## src/rtl/peripheral_counter_core.sv

```systemverilog
// Counter/config/status storage behind the native register interface, with a prescaled
// up/down counter and a sticky wrap interrupt (built only when PERIPHERAL_COUNTER_IRQ_EN is defined).
module peripheral_counter_core #(
  parameter int unsigned PRESCALE = 1,
  parameter logic [31:0] LT_LIMIT = 32'd1000
) (
  input  logic        clk,
  input  logic        reset,
  input  logic        count_we,
  input  logic [31:0] count_in,
  input  logic        config_we,
  input  logic        en_in,
  input  logic        dir_in,
  input  logic        ire_in,
  output logic [31:0] count_out,
  output logic        en_out,
  output logic        dir_out,
  output logic        ire_out,
  output logic        lt_1k_out,
  output logic        irq
);

  localparam logic [15:0] PRE_LAST = 16'(PRESCALE - 1);

  logic [31:0] count_q, count_d;
  logic        en_q, en_d;
  logic        dir_q, dir_d;
  logic [15:0] pre_q, pre_d;
  logic        step_due;
  logic        wrap_event;

  assign step_due = en_q && (pre_q == PRE_LAST);

  // A counter write discards the coincident step, so it cannot produce a wrap.
  assign wrap_event = step_due && !count_we &&
                      (dir_q ? (count_q == 32'hFFFF_FFFF) : (count_q == 32'h0000_0000));

  always_comb begin
    pre_d = pre_q + 16'd1;
    if (count_we || config_we || !en_q || step_due) begin
      pre_d = 16'd0;
    end
  end

  always_comb begin
    count_d = count_q;
    if (count_we) begin
      count_d = count_in;
    end else if (step_due) begin
      count_d = dir_q ? (count_q + 32'd1) : (count_q - 32'd1);
    end
  end

  always_comb begin
    en_d  = en_q;
    dir_d = dir_q;
    if (config_we) begin
      en_d  = en_in;
      dir_d = dir_in;
    end
  end

  always_ff @(posedge clk) begin
    if (reset) begin
      count_q <= 32'd0;
      en_q    <= 1'b0;
      dir_q   <= 1'b1;
      pre_q   <= 16'd0;
    end else begin
      count_q <= count_d;
      en_q    <= en_d;
      dir_q   <= dir_d;
      pre_q   <= pre_d;
    end
  end

`ifdef PERIPHERAL_COUNTER_IRQ_EN
  logic ire_q, ire_d;
  logic irq_q, irq_d;

  always_comb begin
    ire_d = config_we ? ire_in : ire_q;
    irq_d = irq_q;
    if (config_we) begin
      irq_d = 1'b0;
    end
    // Set beats clear; the pre-write ire_q gates the event.
    if (wrap_event && ire_q) begin
      irq_d = 1'b1;
    end
  end

  always_ff @(posedge clk) begin
    if (reset) begin
      ire_q <= 1'b0;
      irq_q <= 1'b0;
    end else begin
      ire_q <= ire_d;
      irq_q <= irq_d;
    end
  end

  assign ire_out = ire_q;
  assign irq     = irq_q;
`else
  logic ire_in_unused;
  logic wrap_event_unused;

  assign ire_in_unused     = ire_in;
  assign wrap_event_unused = wrap_event;
  assign ire_out           = 1'b0;
  assign irq               = 1'b0;
`endif

  assign count_out = count_q;
  assign en_out    = en_q;
  assign dir_out   = dir_q;
  assign lt_1k_out = (count_q < LT_LIMIT);

endmodule

```

## config.mk

```make
export PLATFORM = sky130hd
export DESIGN_NAME = peripheral_counter_core
export DESIGN_NICKNAME = d
export VERILOG_FILES = /design/src/rtl/peripheral_counter_core.sv
export SDC_FILE = /design/constraint.sdc
export NUM_CORES = 1
export LEC_CHECK = 0
export ABC_CLOCK_PERIOD_IN_PS = 7100
export BUFFER_PORTS_ARGS = -buffer_cell sky130_fd_sc_hd__buf_2
export CAP_MARGIN = 10
export CORE_MARGIN = 10
export CORE_UTILIZATION = 61
export DETAILED_ROUTE_END_ITERATION = 8
export PLACE_DENSITY = 0.95
export SLEW_MARGIN = 25
export SYNTH_ARGS = -nofsm -noshare
export SYNTH_HDL_FRONTEND = slang
export SYNTH_SLANG_ARGS = --single-unit
```

## constraint.sdc

```tcl
create_clock -name clk -period 7.1 [get_ports clk]
set_input_delay 0.355 -clock clk [delete_from_list [all_inputs] [get_ports clk]]
set_output_delay 0.355 -clock clk [all_outputs]
set_load 0.02 [all_outputs]
```

# Word level (Yosys, flattened, before mapping)
# Cells that the tools add are included.
[op_classes]
n_addsub = 3
n_lt_le_gt_ge = 1
muxes = 3
n_reduce_logical = 8
[op_table]
columns = ["operator", "n"]
rows = [
  ["two-way mux 32 bit", 3],
  ["adder 32 x 1 -> 32 bit, second input constant", 1],
  ["< comparator 32 x 10 -> 1 bit, second input constant", 1],
  ["subtractor 32 x 1 -> 32 bit, second input constant", 1],
  ["adder 16 x 1 -> 16 bit, second input constant", 1],
  ["zero test 16 bit", 1],
  ["logical OR 1 bit", 3],
  ["nonzero test 2 bit", 1],
  ["OR reduction 2 bit", 1],
  ["logical AND 1 bit", 1],
  ["zero test 1 bit", 1],
]
[totals]
ff_bits = 50
out_inout_bits = 37
word_cells = 19

# Depth between registers and ports, before layout
# Gate-level depths: netlist (run 1).
[logic_depth]
ltp_word = 4
ltp_mapped = 11
ltp_nobuf = 10

# Least setup slack after synthesis (run 1)
# No wires, ideal clock.
[synth_timing]
path_type = "register -> register"
start = "register dir_q (netlist: dir_out)"
end = "register count_q[27] (netlist: count_out[27])"
t_arrival_ns = 2.941
required_ns = 6.988
slack_ns = 4.046
path_stages_with_launch = 12
synth_period_minus_slack_ns = 3.054
path_cell_list = "dfxtp_1 -> inv_1 -> ha_1 -> clkbuf_1 -> a21oi_1 -> o21ai_1 -> or3_1 -> nor3_1 -> nor2_2 -> a31oi_1 -> xor2_1 -> a2111oi_1"
[synth_via]
elab_chain_cells = 3
[synth_rtl]
columns = ["element", "line", "rtl"]
rows = [
  ["from (decl)", "27", "logic dir_q, dir_d;"],
  ["from (signal assigned)", "72", "dir_q <= dir_d;"],
  ["two-way mux 32 bit", "50", "count_d = dir_q ? (count_q + 32'd1) : (count_q - 32'd1);"],
  ["two-way mux 32 bit", "49", "end else if (step_due) begin"],
  ["two-way mux 32 bit", "47", "if (count_we) begin"],
  ["to (signal assigned)", "70", "count_q <= count_d;"],
  ["to (decl)", "25", "logic [31:0] count_q, count_d;"],
]
# Every way passes these cells. The select of a mux whose other input is x is not followed.
# A chain may end at the register's enable or synchronous reset.

# Worst setup path after layout (run 1)
# Ends and elaborated chain as after synthesis.

==> impl_metrics.tcl, run 1 <==
set metrics [dict create \
    cts_root_buf "clkbuf_8" \
    clock_skew_ps 10.8 \
    synth_seq_cells 50 \
    slowest_delay_ps 480 \
    yosys_warnings 0 \
    grt_pass1_vias 4136 \
    drt-wirelength-per-cell_um 16.7 \
    die-area_sq_mm 0.0102 \
    synthArstFlopShare 0 \
    num_io_pins 76 \
    critPathLaunchType "flip-flop" \
    synth_commonest_cells "nand2_1 (63), nor2_1 (53), a21oi_1 (51), dfxtp_1 (50), ha_1 (32)" \
    place_inst 655 \
    cellPowerDensity_mw_per_mm2 165 \
    antenna_found_initial 0 \
    rsz0062_at_grt "false" \
    stdcell_count 663 \
    ys_seq_area_frac 0.251 \
    reg2reg_to "count_out[27]$_SDFFE_PP0P_" \
    setup-tns-final_ps 0 \
    synth_edf_count 0 \
    fin_nets 657 \
    period_share 0.451 \
    grt.overflow.total 0 \
    syn_to_final_growth_pct 10.9 \
    synth_area_leader_cell "dfxtp_1" \
    vdd_ir_drop_max_mv 0.141 \
    rr_worst_depth 10 \
    clock.fmax_mhz 312 \
    outcome "finished clean" \
    crit_chain "inv_2 > ha_1 > a21oi_1 > o21ai_1 > or3_1 > nor3_1 > nor2_2 > a31oi_1 > xor2_1 > a2111oi_1" \
    cts_num_sinks 50 \
    syn_area_per_cell_sq_um 7.43 \
    setup_ws_ps 3890 \
    cts_tree "yes" \
    synth_top_area_share 0.251 \
    drive_gt1_frac 0.157 \
    row_count 29 \
    period_minus_slack_ps 3210 \
    crit_end "count_out[27]$_SDFFE_PP0P_" \
    critPathBufInv 1 \
    start_util 0.628 \
    diodes 0 \
    leakagePower_nw 1.93 \
    crit_family "compound AO/OA/AOI/OAI gates" \
    die_h_um 101 \
    dp_slack_ps 3570 \
    netlist_area_sq_mm 0.00399 \
    drtPass1Iterations 5 \
    ant_nets 0 \
    post_cts_resized 0 \
    numCtsBuffers 5 \
    postCtsSetupRepairBufs 0 \
    dpl.hpwl_mm 8.36 \
    vias 4081 \
    synthTopCellsByArea "dfxtp_1 (25%), ha_1 (10%), a21oi_1 (6.4%)" \
    rrSetupSlack_ps 3890 \
    crit_type "flip-flop to flip-flop" \
    grtUsageTotal 0.219 \
    critPathRequiredTime_ps 7300 \
    cts_hold_buf 0 \
    routabilityCongestion 0.953 \
    tightestPinTransition_ps 783 \
    core_area_sq_mm 0.00635 \
    cts_max_level 2 \
    drt_wl_total_mm 11.1 \
    num-fill-cells 534 \
    worstPathArrival_ps 3410 \
    drv_slew 0 \
    setup-violations-final 0 \
    die-width_um 101 \
    routed_via_density 6.16 \
    worstSetupEndpointType "flip-flop" \
    numPortBuffers 72 \
    drt-initial-drc-count 291 \
    grt_max_degree 69 \
    clkTransAtPathRegs_ps 110 \
    grt_pass1_wl_mm 19.0 \
    holdWs_ps 263 \
    cp.depth 10 \
    netlist_instances 536 \
    cts_buffer_depth 2 \
    synth.most_common_cell "nand2_1" \
    relSlewSlack 0.478 \
    drv_cap 0 \
    slowest_stage "inv_2" \
    hold_viol_final 0 \
    critPathMaxFanout 31 \
    drc 0 \
    insertion_delay_ps 320 \
    ys_types 62 \
    synth_ff_type "dfxtp_1" \
    r2r_start "dir_out$_SDFFE_PP1P_" \
    cp-startpoint "dir_out$_SDFFE_PP1P_" \
    hold_path_class "input port to flip-flop" \
]
## worst min-delay path by stage
stage                              from                    endpoint  slack (ps)  depth (start not counted)
floorplan           pre_q[0]$_SDFF_PP0_         pre_q[0]$_SDFF_PP0_         440                          1
global placement    pre_q[0]$_SDFF_PP0_         pre_q[0]$_SDFF_PP0_         450                          1
detailed placement  pre_q[0]$_SDFF_PP0_         pre_q[0]$_SDFF_PP0_         460                          1
CTS                         count_in[2]   count_out[2]$_SDFFE_PP0P_         260                          3
global route               count_in[21]  count_out[21]$_SDFFE_PP0P_         280                          3
finish                      count_in[2]   count_out[2]$_SDFFE_PP0P_         260                          3
## cell type report
type / count / area [sq um] / area share
clock inverter: 3 / 28.8 / 0.00651
inverter: 23 / 86.3 / 0.0195
sequential: 50 / 1000 / 0.226
clock buffer: 5 / 68.8 / 0.0156
multi-input combinational: 432 / 2770 / 0.626
timing repair buffer: 73 / 370 / 0.0838
tap: 77 / 96.3 / 0.0218
## power by group
group	switching, W	internal (W)	leakage, nW
registers	0.0000169	0.000295	0.410
logic	0.000141	0.0000862	1.47
clock network	0.000115	0.0000741	0.0506
## per-stage QoR
stage	area (sq um)	power, W	utilization
6_report	4420	0.000728	0.696
5_1_grt	4420	0.000770	0.696
4_1_cts	4420	0.000730	0.696
3_5_place_dp	4320	0.000541	0.680
3_3_place_gp	4320	0.000534	0.680
2_1_floorplan	3990	0.000482	-
## per-layer routing
metal | up-vias | part of all wire | track usage | routed length [um]
met5 | - | 0 | 0 | 0
met4 | 0 | 0.022 | 0.0739 | 240
met3 | 26 | 0.064 | 0.0494 | 715
met2 | 132 | 0.48 | 0.372 | 5330
met1 | 1892 | 0.43 | 0.264 | 4810
li1 | 2031 | - | - | -
## worst register-to-register path: cells and delay by family, from the launching register on
family          cells  cell delay (ps)
simple gates        3              610
compound gates      4             1040
fa+ha+maj           1              470
xor+xnor            1               90
flops               1              390
buf+inv             1              480
## state kept, by name (all words and copies together), names as in the netlist
name and flops:
count_out 32, dir_out 1, en_out 1, pre_q 16
## placed cells by master, fill, tap and decap left out, drive strengths merged, types with 4 or more instances in the layout
cell / n
a221oi: 8
o221ai: 4
o21bai: 5
buf: 73
a221o: 4
nor3b: 4
clkbuf: 5
or3: 6
o21ai: 31
a31oi: 6
a211oi: 9
nand2: 63
and3: 6
nor3: 15
xnor2: 19
nor2b: 4
a21o: 11
nor4: 7
nand2b: 6
a21oi: 51
o21a: 6
xor2: 19
nand3: 11
nor2: 54
nand4: 11
inv: 25
dfxtp: 50
ha: 32
## logic make-up (layout without fill, tap and decap cells)
group	Yosys count	count (layout)	share of synthesized area
simple gates	202	202	0.243
compound gates	154	154	0.253
buf+inv	55	104	0.0549
flops	50	50	0.251
xor+xnor	38	38	0.0835
fa+ha+maj	33	33	0.105
mux	3	3	0.00754
other cells	1	2	0.000941
(Power assumes the default switching activity.)
==> inputs of run 2 (changes only) <==
--- a/config.mk
+++ b/config.mk
@@ -5,13 +5,13 @@
 export SDC_FILE = /design/constraint.sdc
 export NUM_CORES = 1
 export LEC_CHECK = 0
-export ABC_CLOCK_PERIOD_IN_PS = 7100
+export ABC_CLOCK_PERIOD_IN_PS = 2600
 export BUFFER_PORTS_ARGS = -buffer_cell sky130_fd_sc_hd__buf_2
 export CAP_MARGIN = 10
 export CORE_MARGIN = 10
-export CORE_UTILIZATION = 61
+export CORE_UTILIZATION = 51
 export DETAILED_ROUTE_END_ITERATION = 8
-export PLACE_DENSITY = 0.95
+export PLACE_DENSITY = 0.88
 export SLEW_MARGIN = 25
 export SYNTH_ARGS = -nofsm -noshare
 export SYNTH_HDL_FRONTEND = slang
==> constraint.sdc (replaced) <==
create_clock -name clk -period 2.6 [get_ports clk]
set_input_delay 0.13 -clock clk [delete_from_list [all_inputs] [get_ports clk]]
set_output_delay 0.13 -clock clk [all_outputs]
set_load 0.02 [all_outputs]
==> run 2 against run 1 <==
The flow now finishes with violations (setup timing). Critical path depth grew 1. Cell count grew 14%. Sequential power grew to 2.8 times the previous value. Combinational power grew to 3.9 times the previous value. Largest cell class unchanged.
==> impl_metrics.tcl, run 2 (same netlist as run 1, synthesis figures left out) <==
set metrics [dict create \
    outcome "complete, but fails checks" \
    violations "setup timing" \
    cts_num_sinks 50 \
    cts_hold_buf 0 \
    cts_tree "yes" \
    dpl_cell_area_sq_mm 0.00487 \
    drv_slew 0 \
    row_count 32 \
    setup-tns-final_ps -831 \
    clock_skew_ps 10.7 \
    rr_worst_depth 11 \
    fin_nets 728 \
    drive_gt1_frac 0.347 \
    die-area_sq_mm 0.0117 \
    start_util 0.521 \
    hold_end "count_out[4]$_SDFFE_PP0P_" \
    relSlewSlack 0.486 \
    grt.overflow.total 0 \
    cts_buffer_depth 2 \
    vias 4625 \
    routed_via_density 6.09 \
    clkTransAtPathRegs_ps 120 \
    diodes 0 \
    setup_ws_ps -146 \
    setup-violations-final 13 \
    post-route-util 0.719 \
    dp_slack_ps -220 \
    hold_path_startpoint "count_in[4]" \
    layout_common_cells "buf_2 (72), buf_4 (68), nand2_1 (60), nor2_1 (51), dfxtp_1 (49)" \
    drt-initial-drc-count 361 \
    drv_cap 0 \
    critPathRequiredTime_ps 2830 \
    rrSetupSlack_ps -150 \
    tightestPinTransition_ps 771 \
    drt-wirelength-per-cell_um 18.4 \
    clock.fmax_mhz 364 \
    grt_max_degree 68 \
    clkPwrFrac 0.232 \
    period_minus_slack_ps 2750 \
    core_area_sq_mm 0.00765 \
    vdd_ir_drop_max_mv 0.287 \
    antenna_found_initial 0 \
    die-width_um 108 \
    seq_power_share 0.378 \
    reg2reg_to "count_out[25]$_SDFFE_PP0P_" \
    hold_viol_final 0 \
    wl_met2_mm 6.82 \
    syn_to_final_growth_pct 37.9 \
    worstSetupEndpointType "flip-flop" \
    hold_path_class "input port to flip-flop" \
    pwr-share-comb 0.390 \
    grt_pass1_vias 4709 \
    num_io_pins 76 \
    r2r_start "dir_out$_SDFFE_PP1P_" \
    place_inst 744 \
    die_h_um 108 \
    rsz0062_at_grt "true" \
    stdcell_count 759 \
    hold_path_depth 3 \
    drc 0 \
    largest_reg_flops 32 \
    drtPass1Iterations 6 \
    grtUsageTotal 0.222 \
    wl_met3_mm 1.09 \
    p_int_w 0.00141 \
    fin_area_sq_mm 0.00550 \
    p_switching_w 0.000868 \
    numPortBuffers 72 \
    period_share 1.06 \
    met1_length_mm 5.56 \
    crit_type "flip-flop to flip-flop" \
    dpl.hpwl_mm 9.47 \
    num-fill-cells 540 \
    numCtsBuffers 5 \
    drt_wl_total_mm 13.9 \
    routabilityCongestion 0.949 \
    layout_commonest_cell "buf_2" \
    critPathLaunchType "flip-flop" \
    critPathMaxFanout 14 \
    cts_root_buf "clkbuf_8" \
    netSwitchingFraction 0.381 \
    worstPathArrival_ps 2970 \
    ant_nets 0 \
    cellPowerDensity_mw_per_mm2 414 \
    leakagePower_nw 2.32 \
    insertion_delay_ps 330 \
    highest_layer "met4" \
    grt_pass1_wl_mm 21.9 \
    cts_max_level 2 \
]
[run 2: power groups by stage]
stage	combinational [W]	sequential [W]	clock, W
floorplan	0.000416	0.000903	0
global placement	0.000722	0.000863	0
detailed placement	0.000746	0.000866	0
CTS	0.000809	0.000855	0.000531
global route	0.000959	0.000864	0.000560
finish	0.000888	0.000859	0.000528
[run 2: layout make-up]
class,instances,area (sq um),share of cell area
multi-input combinational,432,3250,0.592
clock inverter,3,28.8,0.00524
inverter,23,90.1,0.0164
timing repair buffer,144,925,0.168
clock buffer,5,68.8,0.0125
sequential,50,1000,0.183
tap,102,128,0.0232
[run 2: worst max path at each step]
stage	startpoint	to	slack, ps	cells after the start
final	dir_out$_SDFFE_PP1P_	count_out[25]$_SDFFE_PP0P_	-150	11
after global routing	dir_out$_SDFFE_PP1P_	count_out[21]$_SDFFE_PP0P_	-240	11
after CTS	dir_out$_SDFFE_PP1P_	count_out[27]$_SDFFE_PP0P_	-60	12
after detailed placement	dir_out$_SDFFE_PP1P_	count_out[27]$_SDFFE_PP0P_	-220	11
after global placement	dir_out$_SDFFE_PP1P_	count_out[27]$_SDFFE_PP0P_	-80	11
after floorplan	dir_out$_SDFFE_PP1P_	count_out[27]$_SDFFE_PP0P_	-370	11
[run 2: routing by layer]
metal | vias to the layer above | track usage
met3 | 50 | 0.0631
met2 | 216 | 0.384
met4 | 0 | 0.0970
met1 | 2190 | 0.249
met5 | - | 0
li1 | 2169 | -
[run 2: worst max-delay path: stages, from the launching register on]
cell	delay (ps)
dfxtp_4	380
clkinvlp_4	100
buf_12	170
ha_4	270
a211oi_2	70
o21a_2	260
or3_4	380
a211o_1	340
a31oi_4	180
buf_4	140
a21oi_2	50
a221o_1	320
[run 2: metrics by stage]
step	power (W)	hold WS [ps]
final	0.00228	40.7
after global routing	0.00238	49.1
after CTS	0.00220	39.8
after detailed placement	0.00161	368
after global placement	0.00158	360
after floorplan	0.00132	235
[run 2: what timing repair did]
| action | in CTS | in global routing |
|---|---|---|
| buffers inserted | 4 | 3 |
| pin swaps | 16 | 12 |
| hold endpoints to repair | 0 | 0 |
| gates cloned | 0 | 0 |
| setup endpoints to repair | 15 | 22 |
| gates resized for setup | 35 | 42 |
==> inputs of run 3 (changes only) <==
--- a/config.mk
+++ b/config.mk
@@ -8,10 +8,13 @@
 export ABC_CLOCK_PERIOD_IN_PS = 2600
 export BUFFER_PORTS_ARGS = -buffer_cell sky130_fd_sc_hd__buf_2
 export CAP_MARGIN = 10
+export CELL_PAD_IN_SITES_DETAIL_PLACEMENT = 2
+export CELL_PAD_IN_SITES_GLOBAL_PLACEMENT = 2
 export CORE_MARGIN = 10
-export CORE_UTILIZATION = 51
+export CORE_UTILIZATION = 29
 export DETAILED_ROUTE_END_ITERATION = 8
-export PLACE_DENSITY = 0.88
+export PLACE_DENSITY = 0.89
+export REMOVE_ABC_BUFFERS = 1
 export SLEW_MARGIN = 25
 export SYNTH_ARGS = -nofsm -noshare
 export SYNTH_HDL_FRONTEND = slang
==> run 3 against run 2 <==
The flow still finishes with violations (setup timing). Register-to-register slack lost 220 ps. First-iteration DRC count increased by 37%. Maximum frequency decreased by 7.4%. Hold slack improved by 14 ps. Total power up 20%.
==> impl_metrics.tcl, run 3 (same netlist as run 1, synthesis figures left out) <==
set metrics [dict create \
    outcome "complete, but fails checks" \
    violations "setup timing" \
    power.total_w 0.00272 \
    ant_nets 0 \
    drive_gt1_frac 0.395 \
    hold_path_startpoint "count_in[9]" \
    reg2reg_to "count_out[30]$_SDFFE_PP0P_" \
    core_area_sq_mm 0.0133 \
    setup_ws_ps -365 \
    hold_path_depth 3 \
    cts_hold_buf 0 \
    r2r_start "dir_out$_SDFFE_PP1P_" \
    period_minus_slack_ps 2960 \
    layout_common_cells "buf_4 (78), buf_2 (72), nand2_1 (59), nor2_1 (51), dfxtp_1 (48)" \
    rr_worst_depth 11 \
    multi_input_area_sq_mm 0.00341 \
    cts_num_sinks 50 \
    syn_to_final_growth_pct 50.4 \
    die-area_sq_mm 0.0188 \
    drv_slew 0 \
    hold_end "count_out[9]$_SDFFE_PP0P_" \
    vdd_ir_drop_max_mv 0.279 \
    cts_buffer_depth 2 \
    worstPathArrival_ps 3140 \
    critPathRequiredTime_ps 2780 \
    setup-violations-final 20 \
    rsz0062_at_grt "true" \
    numCtsBuffers 5 \
    grtUsageTotal 0.242 \
    die_h_um 137 \
    layout_commonest_cell "buf_4" \
    row_count 42 \
    cts_root_buf "clkbuf_16" \
    routed_via_density 6.19 \
    crit_chain "inv_8 > buf_12 > buf_4 > ha_4 > or3_4 > o211ai_1 > nand3_1 > a21oi_4 > o31ai_4 > xnor2_1 > o221ai_2" \
    largest_reg_flops 32 \
    numPortBuffers 72 \
    tightestPinTransition_ps 619 \
    vias 5282 \
    num-fill-cells 1501 \
    critPathMaxFanout 8 \
    clock.fmax_mhz 337 \
    drt_wl_total_mm 26.9 \
    leakagePower_nw 2.47 \
    critPathLaunchType "flip-flop" \
    drc 0 \
    grt_max_degree 47 \
    routabilityCongestion 0.928 \
    clkTransAtPathRegs_ps 80 \
    post-route-util 0.449 \
    grt.overflow.total 0 \
    grt_pass1_vias 5643 \
    drt-initial-drc-count 495 \
    drtPass1Iterations 5 \
    worstSetupEndpointType "flip-flop" \
    grt_pass1_wl_mm 35.0 \
    cellPowerDensity_mw_per_mm2 454 \
    hold_viol_final 0 \
    seq_area_sq_mm 0.00101 \
    relSlewSlack 0.584 \
    slowest_delay_ps 440 \
    die-width_um 137 \
    cts_tree "yes" \
    rrSetupSlack_ps -360 \
    hold_path_class "input port to flip-flop" \
    holdWs_ps 55.1 \
    slowest_stage "or3_4" \
    drt-wirelength-per-cell_um 31.5 \
    num_io_pins 76 \
    crit_type "flip-flop to flip-flop" \
    cts_max_level 2 \
    drv_cap 0 \
    fin_area_sq_mm 0.00599 \
    dpl.hpwl_mm 14.8 \
    dpl_cell_area_sq_mm 0.00502 \
    antenna_found_initial 0 \
    start_util 0.299 \
    fin_nets 748 \
    insertion_delay_ps 320 \
    setup-tns-final_ps -3680 \
    clock_skew_ps 11.1 \
    period_share 1.14 \
]
## run 3: worst max-delay path by stage
| stage | slack, ps | to | startpoint |
|---|---|---|---|
| after global placement | -80 | count_out[25]$_SDFFE_PP0P_ | dir_out$_SDFFE_PP1P_ |
| after detailed placement | -290 | count_out[13]$_SDFFE_PP0P_ | dir_out$_SDFFE_PP1P_ |
| after floorplan | -430 | count_out[27]$_SDFFE_PP0P_ | dir_out$_SDFFE_PP1P_ |
| final | -360 | count_out[30]$_SDFFE_PP0P_ | dir_out$_SDFFE_PP1P_ |
| after global routing | -370 | count_out[30]$_SDFFE_PP0P_ | dir_out$_SDFFE_PP1P_ |
| after CTS | -20 | count_out[21]$_SDFFE_PP0P_ | dir_out$_SDFFE_PP1P_ |
## run 3: per-layer routing
layer,GRT usage,share of wire,vias to the layer above
li1,-,-,2194
met1,0.278,0.39,2695
met2,0.426,0.50,287
met3,0.0419,0.060,106
met4,0.117,0.052,0
met5,0,0,-
## run 3: area by class of cell
| class | instances | share of cell area |
|---|---|---|
| clock inverter | 2 | 0.00251 |
| multi-input combinational | 432 | 0.570 |
| antenna | 1 | 0.000418 |
| sequential | 50 | 0.168 |
| timing repair buffer | 164 | 0.186 |
| inverter | 23 | 0.0157 |
| clock buffer | 5 | 0.0209 |
| tap | 176 | 0.0367 |
## run 3: repair_timing
item	CTS	global route
setup endpoints to repair	23	23
pin swaps	18	25
resized for setup	53	80
setup buffers	7	8
hold endpoints to repair	0	0
## run 3: per-stage QoR
stage / instances / worst slack [ps]
after CTS: 845 / -20.6
after global placement: 831 / -75.4
after floorplan: 505 / -431
final: 853 / -365
after global routing: 852 / -371
after detailed placement: 831 / -291
## run 3: power by group
part           internal (W)  switching [W]
registers          0.000804      0.0000627
clock network      0.000354       0.000364
logic              0.000461       0.000677
total               0.00162        0.00110
## run 3: worst max-delay path, delay by kind of cell, from the launching register on
| kind | cells | cell delay (ps) |
|---|---|---|
| adder cells (fa/ha/maj) | 1 | 180 |
| buffers and inverters | 3 | 370 |
| flip-flops | 1 | 410 |
| XOR/XNOR | 1 | 260 |
| AO/OA/AOI/OAI | 4 | 890 |
| AND/OR/NAND/NOR | 2 | 680 |
